## src/rtl/timer_irq_ctrl.sv

```systemverilog
// NUM_CH auto-reload timers with a fixed-priority interrupt line to the core.
// Define TIMER_PRESCALE_EN to add an 8-bit per-channel prescaler (PSC at +12).
module timer_irq_ctrl #(
   parameter int          NUM_CH    = 4,
   parameter int          WIDTH     = 32,
   parameter logic [31:0] BASE_ADDR = 32'h4000_0000
) (
   input  logic        clk,
   input  logic        reset_b,
   input  logic [31:0] addr,
   input  logic [31:0] wdata,
   input  logic        mem_read,
   input  logic        mem_write,
   output logic [31:0] rdata,
   input  logic        irq_mask,
   output logic        irqout,
   output logic [2:0]  irq_id
);
   localparam logic [WIDTH-1:0] TL_MAX = '1;
   localparam logic [WIDTH-1:0] ONE    = 1;

   logic [WIDTH-1:0]  th [NUM_CH];
   logic [WIDTH-1:0]  tl [NUM_CH];
   logic [NUM_CH-1:0] en, ie, pend, pe;
   logic [NUM_CH-1:0] sel, wr_th, wr_tl, wr_tc, inc, wrap;
   logic [31:0]       off;
   logic              aligned, hit_vec, hit_pall, irq_any;
   logic [2:0]        id_nxt;
`ifdef TIMER_PRESCALE_EN
   logic [7:0]        psc  [NUM_CH];
   logic [7:0]        pcnt [NUM_CH];
   logic [NUM_CH-1:0] wr_psc;
`endif

   assign off      = addr - BASE_ADDR;
   assign aligned  = off[1:0] == 2'b00;
   assign hit_vec  = off == 32'h100;
   assign hit_pall = off == 32'h104;
   assign pe       = pend & ie;

   always_comb begin
      sel   = '0;
      wr_th = '0;
      wr_tl = '0;
      wr_tc = '0;
      inc   = '0;
      wrap  = '0;
`ifdef TIMER_PRESCALE_EN
      wr_psc = '0;
`endif
      for (int c = 0; c < NUM_CH; c++) begin
         sel[c]   = aligned && off[31:4] == 28'(c);
         wr_th[c] = mem_write && sel[c] && off[3:2] == 2'd0;
         wr_tl[c] = mem_write && sel[c] && off[3:2] == 2'd1;
         wr_tc[c] = mem_write && sel[c] && off[3:2] == 2'd2;
         wrap[c]  = tl[c] == TL_MAX;
`ifdef TIMER_PRESCALE_EN
         wr_psc[c] = mem_write && sel[c] && off[3:2] == 2'd3;
         inc[c]    = en[c] && pcnt[c] == psc[c];
`else
         inc[c]    = en[c];
`endif
      end
   end

   // CPU writes are ordered after the count update so they win on TL/TH
   always_ff @(posedge clk) begin
      if (!reset_b) begin
         en   <= '0;
         ie   <= '0;
         pend <= '0;
         for (int c = 0; c < NUM_CH; c++) begin
            th[c] <= '0;
            tl[c] <= '0;
`ifdef TIMER_PRESCALE_EN
            psc[c]  <= '0;
            pcnt[c] <= '0;
`endif
         end
      end else begin
         for (int c = 0; c < NUM_CH; c++) begin
            if (inc[c])
               tl[c] <= wrap[c] ? th[c] : tl[c] + ONE;
            if (wr_tl[c])
               tl[c] <= wdata[WIDTH-1:0];
            if (wr_th[c])
               th[c] <= wdata[WIDTH-1:0];
            if (wr_tc[c]) begin
               en[c] <= wdata[0];
               ie[c] <= wdata[1];
            end
            if (inc[c] && wrap[c])
               pend[c] <= 1'b1;
            else if (wr_tc[c] && wdata[2])
               pend[c] <= 1'b0;
`ifdef TIMER_PRESCALE_EN
            if (wr_psc[c])
               psc[c] <= wdata[7:0];
            if (!en[c] || wr_tl[c] || wr_psc[c] || inc[c])
               pcnt[c] <= '0;
            else
               pcnt[c] <= pcnt[c] + 8'd1;
`endif
         end
      end
   end

   always_comb begin
      id_nxt = '0;
      for (int c = NUM_CH - 1; c >= 0; c--)
         if (pe[c])
            id_nxt = 3'(c);
   end

   always_ff @(posedge clk) begin
      if (!reset_b) begin
         irqout  <= 1'b0;
         irq_id  <= '0;
         irq_any <= 1'b0;
      end else begin
         irqout  <= |pe & ~irq_mask;
         irq_id  <= id_nxt;
         irq_any <= |pe;
      end
   end

   always_comb begin
      rdata = '0;
      if (mem_read) begin
         unique case (1'b1)
            hit_vec:  rdata = {irq_any, 28'd0, irq_id};
            hit_pall: rdata = 32'(pend);
            default: begin
               for (int c = 0; c < NUM_CH; c++) begin
                  if (sel[c]) begin
                     case (off[3:2])
                        2'd0:    rdata = 32'(th[c]);
                        2'd1:    rdata = 32'(tl[c]);
                        2'd2:    rdata = {29'd0, pend[c], ie[c], en[c]};
`ifdef TIMER_PRESCALE_EN
                        default: rdata = {24'd0, psc[c]};
`else
                        default: rdata = '0;
`endif
                     endcase
                  end
               end
            end
         endcase
      end
   end
endmodule

```

## config.mk

```make
export PLATFORM = sky130hd
export DESIGN_NAME = timer_irq_ctrl
export DESIGN_NICKNAME = d
export VERILOG_FILES = /design/src/rtl/timer_irq_ctrl.sv
export SDC_FILE = /design/constraint.sdc
export NUM_CORES = 1
export LEC_CHECK = 0
export ABC_AREA = 0
export CAP_MARGIN = 0
export CELL_PAD_IN_SITES_DETAIL_PLACEMENT = 1
export CELL_PAD_IN_SITES_GLOBAL_PLACEMENT = 2
export CORE_ASPECT_RATIO = 1.75
export CORE_UTILIZATION = 25
export CTS_BUF_LIST = sky130_fd_sc_hd__clkbuf_4 sky130_fd_sc_hd__clkbuf_8
export CTS_CLUSTER_DIAMETER = 30
export DETAILED_ROUTE_END_ITERATION = 8
export PLACE_DENSITY = 0.54
export SKIP_LAST_GASP = 1
export SYNTH_ARGS = -nofsm -noshare
export SYNTH_HDL_FRONTEND = slang
export SYNTH_SLANG_ARGS = --single-unit
export TNS_END_PERCENT = 100
```

## constraint.sdc

```tcl
create_clock -name clk -period 12.3 [get_ports clk]
set_clock_uncertainty 0.1 [all_clocks]
set_input_delay 3.69 -clock clk [delete_from_list [all_inputs] [get_ports clk]]
set_output_delay 3.69 -clock clk [all_outputs]
set_load 0.01 [all_outputs]
```

==> results by group, run 1 <==
STA
  • RSZ-0062 raised after global routing: false
  • Slew HR: between 20% and 30%
  • Final slew viol count: 0
  • Slew at the pin closest to its max-slew limit: 1.04 ns
  • Final setup vio count: 0
  • Period utilization: between 90% and 100%
  • Tmin final: 11.62 ns
  • Post-Route Setup TNS: 0 ns
  • FMAX: 86.1 MHz
  • Final WS setup: ~0.68 ns
  • Final hold vios: 0

GRT
  • All-layer global routing usage: between 20% and 30%
  • Total congestion overflow: 0
  • Vias in the first global route: 16100
  • First-pass GRT wire length: 112 mm
  • Initial antenna violation count: 3
  • Largest net degree at the start of global routing: 49

Detailed routing
  • 1st-iter DRT viols: 875
  • Routed vias: 15100
  • Post-DRT Antenna Nets: 0
  • WL/cell: 26.8 µm
  • Via/cell ratio: 5.25
  • DR pass1 iterations: 4
  • Total Routed Length: slightly below 80 mm
  • DRC Markers: 0

Clock tree
  • Clock buffer count from CTS: 74
  • Clock buffer depth: 3
  • Worst-Skew Late Latency: 0.68 ns
  • CTS Root Buffer Type: clkbuf_8
  • CTS tree: done
  • Cts hold-fix bufs: 0
  • Post-cts repair resize count: 0
  • Clk slew on worst S/H paths: 0.05 ns
  • Clk sinks: 272
  • H-tree Lvls: 3
  • Post-CTS Setup Bufs: 0

Placement
  • Placed insts: 2736
  • Dpl ws: 0.755 ns
  • Placer Congestion: 0.843
  • Dpl hpwl: 57.2 mm
  • Port-buffer cells: 103

Synth
  • Synth area leaders: edfxtp_1 (44%), nand2_1 (5.5%), and2_1 (4.8%)
  • Synth warnings: 0
  • Avg Synthesized Cell Area: slightly below 10 µm²
  • Seq cells post-synth: between 200 and 300
  • Post-synthesis cell area: 0.0173 mm²
  • Post-synthesis async set-or-reset flop share: 0%
  • Mapped Nets: 1873
  • Register area share after synthesis: a little under half
  • Netlist cell types: 75
  • Synth top area share: 44.3%
  • Top FF cell, synth: edfxtp_1
  • Mapped Cells: 1800
  • EDFF count, synth: around 260
  • Cell taking the most area after synthesis: edfxtp_1

Hold path
  • HP Class: flop to flop

Worst setup path
  • Worst-path maximum fanout: 13
  • Required time of the critical path: 8.51 ns
  • Setup Crit Path Kind: input pin to primary output
  • WP data arrival: 7.83 ns
  • R2R Setup Slk: between 8 and 9 ns
  • Crit path capture type: primary output
  • CP startpoint kind: input pin

Layout
  • Commonest non-fill, non-tap cell in the layout: edfxtp_1
  • Layout Utilization: between 30% and 40%
  • Fin cells: 2873
  • Layout fillers: about 7800
  • Area added between synthesis and finish: 22.2%
  • Nets: 1982
  • Most frequent cells in the layout: edfxtp_1 (256), nand2_1 (255), o21ai_0 (154)
  • Share of layout cells above drive strength 1: 15.0%

Floorplanning
  • Die X: 201 µm
  • Die Footprint: 0.0705 mm²
  • Die Y: 350 µm
  • Initial Utilization: between 20% and 30%
  • # IOs: 105
  • Core box area: 0.0685 mm²
  • Row Count: between 100 and 150

Flow run
  • Max-Cap Viols: 0

Pwr
  • Total Power: 0.00265 W
  • Static leakage: a little over 7 nW
  • Pwr per Cell Area: 125 mW/mm²
  • Worst vdd ir: around 0.062 mV

Outcome
  • Outcome: completed
==> cells in the mapped netlist, types with 16 or more instances <==
cell / number
o21ai_0: 158
o22ai_1: 16
nand4_1: 47
a22o_1: 28
edfxtp_1: 256
xnor2_1: 43
a22oi_1: 19
nor4_1: 21
mux2i_1: 60
a21oi_1: 123
and3_1: 24
nor2_1: 93
nand3_1: 74
nand2_1: 255
dfxtp_1: 16
mux2_2: 41
buf_2: 16
and2_1: 132
xor2_1: 40
and4_1: 21
mux4_2: 18
clkbuf_1: 86
nor3_1: 30
==> layout make-up <==
| cell class | instances | area, µm² | share of cell area, % |
|---|---|---|---|
| clock buffers | 83 | 1100 | 5.21 |
| clock inverters | 53 | 594 | 2.80 |
| diodes | 1 | 2.50 | 0.0118 |
| repair buffers | 154 | 1430 | 6.74 |
| flip-flops and latches | 272 | 8010 | 37.8 |
| well taps | 903 | 1130 | 5.33 |
| inverters | 16 | 60.1 | 0.283 |
| multi-input cells | 1391 | 8870 | 41.8 |
==> flip-flops by register name, indices dropped and copies added (netlist names) <==
register  count
th          128
tl          128
en            4
ie            4
pend          4
irq_id        2
irq_any       1
irqout        1
==> final timing paths <==
path               end     start  depth (start not counted)
max           rdata[8]   addr[7]                          8
min              ie[0]     ie[0]                          2
max reg2reg  tl[1][17]  tl[1][0]                          8
min reg2reg      ie[0]     ie[0]                          2
==> cell families after synthesis <==
logic type,after synthesis,synth area share (%)
AO/OA/AOI/OAI,433,15.1
AND/OR/NAND/NOR,751,22.4
buffers and inverters,137,3.38
XOR/XNOR,83,4.19
multiplexers,119,8.46
adder cells (fa/ha/maj),4,0.289
other,1,0.0216
flip-flops,272,46.2
==> metrics by stage <==
step / hold WS (ns) / instance area (µm²)
after detailed placement: 0.382 / 19500
after global routing: 0.416 / 21200
after global placement: 0.372 / 19500
final: 0.384 / 21200
after CTS: 0.389 / 21200
after floorplan: 0.345 / 17300
==> layer usage <==
| layer | track usage [%] | up-vias | share of wire [%] |
|---|---|---|---|
| met4 | 7.03 | 0 | 2.6 |
| met3 | 2.89 | 109 | 3.4 |
| met5 | 0 | - | 0 |
| met1 | 25.2 | 7700 | 40 |
| li1 | - | 6956 | - |
| met2 | 41.4 | 317 | 54 |
==> worst max-delay path, cell delays in order <==
cell and delay (ns):
clkdlybuf4s50_1 0.42, nor4_1 0.44, nand4_1 0.68, nor2_1 0.60, nand4_1 0.80, nor2_1 0.33, o221a_2 0.29, clkdlybuf4s50_1 0.56
==> where the power goes <==
part	switching (W)	internal, W	leakage (nW)
Clock	0.000545	0.000845	0.842
Sequential	0.0000371	0.00105	2.67
Combinational	0.000112	0.0000654	3.74
No activity file was read; power rests on OpenSTA's default activity.
==> run 2: changes to the inputs <==
--- a/config.mk
+++ b/config.mk
@@ -12,7 +12,7 @@
 export CORE_ASPECT_RATIO = 1.75
 export CORE_UTILIZATION = 25
 export CTS_BUF_LIST = sky130_fd_sc_hd__clkbuf_4 sky130_fd_sc_hd__clkbuf_8
-export CTS_CLUSTER_DIAMETER = 30
+export CTS_CLUSTER_DIAMETER = 150
 export DETAILED_ROUTE_END_ITERATION = 8
 export PLACE_DENSITY = 0.54
 export SKIP_LAST_GASP = 1
==> results by group, run 2 (synthesis results as in run 1) <==
GRT
  • Initial antenna violation count: 3 (unchanged)
  • All-layer global routing usage: 21.8% (-0.15 points)
  • Largest net degree at the start of global routing: 49 (unchanged)
  • First-pass GRT wire length: 112 mm (-0.42%)
  • Vias in the first global route: 15900 (-1.5%)
  • Total congestion overflow: 0 (unchanged)

Layout
  • Share of layout cells above drive strength 1: 13.1% (-1.9 points)
  • Area added between synthesis and finish: 18.9%
  • Nets: 1956 (-1.3%)
  • Most frequent cells in the layout: edfxtp_1 (256), nand2_1 (255), o21ai_0 (154)
  • Commonest non-fill, non-tap cell in the layout: edfxtp_1
  • Post-route design area: 0.0206 mm² (-2.7%)
  • Layout fillers: 7764 (+0.013%)
  • Fin cells: 2828 (-1.6%)
  • Top flop regs: th (128), tl (128)

STA
  • Slew at the pin closest to its max-slew limit: 1.08 ns (+0.0317 ns)
  • Post-Route Setup TNS: 0 ns (unchanged)
  • Tmin final: 11.59 ns (-0.0293 ns)
  • FMAX: 86.3 MHz (+0.25%)
  • Final slew viol count: 0 (unchanged)
  • RSZ-0062 raised after global routing: false
  • Slew HR: 27.7% (-2.1 points)
  • Final setup vio count: 0 (unchanged)
  • Period utilization: 94.2% (-0.24 points)
  • Final hold vios: 0 (unchanged)

Detailed routing
  • DR pass1 iterations: 5 (+1)
  • Routed vias: 14800 (-1.6%)
  • Post-DRT Antenna Nets: 0 (unchanged)
  • DRC Markers: 0 (unchanged)
  • 1st-iter DRT viols: 770 (-12%)
  • WL/cell: 27.2 µm (+1.2%)
  • Total Routed Length: 76.8 mm (-0.39%)
  • Via/cell ratio: 5.25 (about the same)

Placement
  • Placed inst area: 0.0195 mm² (unchanged)
  • Port-buffer cells: 103 (unchanged)
  • Placed insts: 2736 (unchanged)
  • Dpl hpwl: 57.2 mm (unchanged)
  • Placer Congestion: 0.843 (unchanged)

Worst setup path
  • Required time of the critical path: 8.51 ns (about the same)
  • CP startpoint kind: input pin
  • Worst-path maximum fanout: 13 (unchanged)
  • Setup Crit Path Kind: input pin to primary output
  • Crit path capture type: primary output
  • WP data arrival: 7.80 ns (-0.03 ns)

Pwr
  • Worst vdd ir: 0.0672 mV (+8.7%)
  • Pwr per Cell Area: 111 mW/mm² (-11%)
  • Static leakage: 6.99 nW (-3.5%)

Clock tree
  • Post-CTS Setup Bufs: 0 (unchanged)
  • Clk slew on worst S/H paths: 0.06 ns (about the same)
  • Clk sinks: 272 (unchanged)
  • H-tree Lvls: 2 (-1)
  • Post-cts repair resize count: 0 (unchanged)
  • Worst-Skew Late Latency: 0.68 ns (about the same)
  • CTS tree: done
  • Clock buffer depth: 3 (unchanged)
  • CTS Root Buffer Type: clkbuf_8
  • Cts hold-fix bufs: 0 (unchanged)
  • Clock buffer count from CTS: 48 (-35%)

Outcome
  • Outcome: completed

Floorplanning
  • Die Footprint: 0.0705 mm² (unchanged)
  • Initial Utilization: 25.3% (unchanged)
  • Row Count: 127 (unchanged)
  • Core box area: 0.0685 mm² (unchanged)
  • Die X: 201 µm (unchanged)
  • Die Y: 350 µm (unchanged)
  • # IOs: 105 (unchanged)

Flow run
  • Max-Cap Viols: 0 (unchanged)

Hold path
  • HP Class: flop to flop
run 2: final timing paths:
check,start,end,slack (ns),cells after the start
worst max-delay path,addr[7],rdata[8],0.71,8
worst min-delay path,ie[0],ie[0],0.39,2
worst max register to register,tl[1][0],tl[1][19],8.88,8
worst min register to register,ie[0],ie[0],0.39,2
run 2: layer usage:
| layer | GRT usage [%] | part of all wire, % | vias up |
|---|---|---|---|
| li1 | - | - | 6879 |
| met1 | 25.3 | 41 | 7608 |
| met2 | 41.5 | 54 | 265 |
| met3 | 2.43 | 3.0 | 93 |
| met4 | 6.06 | 2.2 | 0 |
| met5 | 0 | 0 | - |
run 2: worst max-delay path: stages:
cell	delay, ns
clkdlybuf4s50_1	0.42
nor4_1	0.44
nand4_1	0.67
nor2_1	0.60
nand4_1	0.79
nor2_1	0.32
o221a_2	0.29
clkdlybuf4s50_1	0.56
run 2: final cells by class:
class / count / area, µm² / share of cell area, %
diodes: 2 / 5.00 / 0.0243
clock buffers: 69 / 862 / 4.18
clock inverters: 21 / 255 / 1.24
inverters: 16 / 60.1 / 0.291
multi-input cells: 1391 / 8870 / 43.0
flip-flops and latches: 272 / 8010 / 38.8
well taps: 903 / 1130 / 5.48
repair buffers: 154 / 1430 / 6.93
run 2: report_power, final:
group          switching [W]  internal (W)  total [W]
Sequential         0.0000373       0.00105    0.00108
Clock               0.000446      0.000579    0.00102
Combinational       0.000112     0.0000654   0.000178
Total               0.000596       0.00169    0.00229
run 2: stage by stage:
stage / hold slack [ns] / total power [W] / setup WS, ns / utilization (%)
finish: 0.385 / 0.00229 / 0.711 / 30.1
global route: 0.417 / 0.00236 / 0.517 / 30.1
CTS: 0.391 / 0.00232 / 0.735 / 30.1
detailed placement: 0.382 / 0.00128 / 0.755 / 28.5
global placement: 0.372 / 0.00128 / 0.843 / 28.5
floorplan: 0.345 / 0.00118 / 2.90 / -
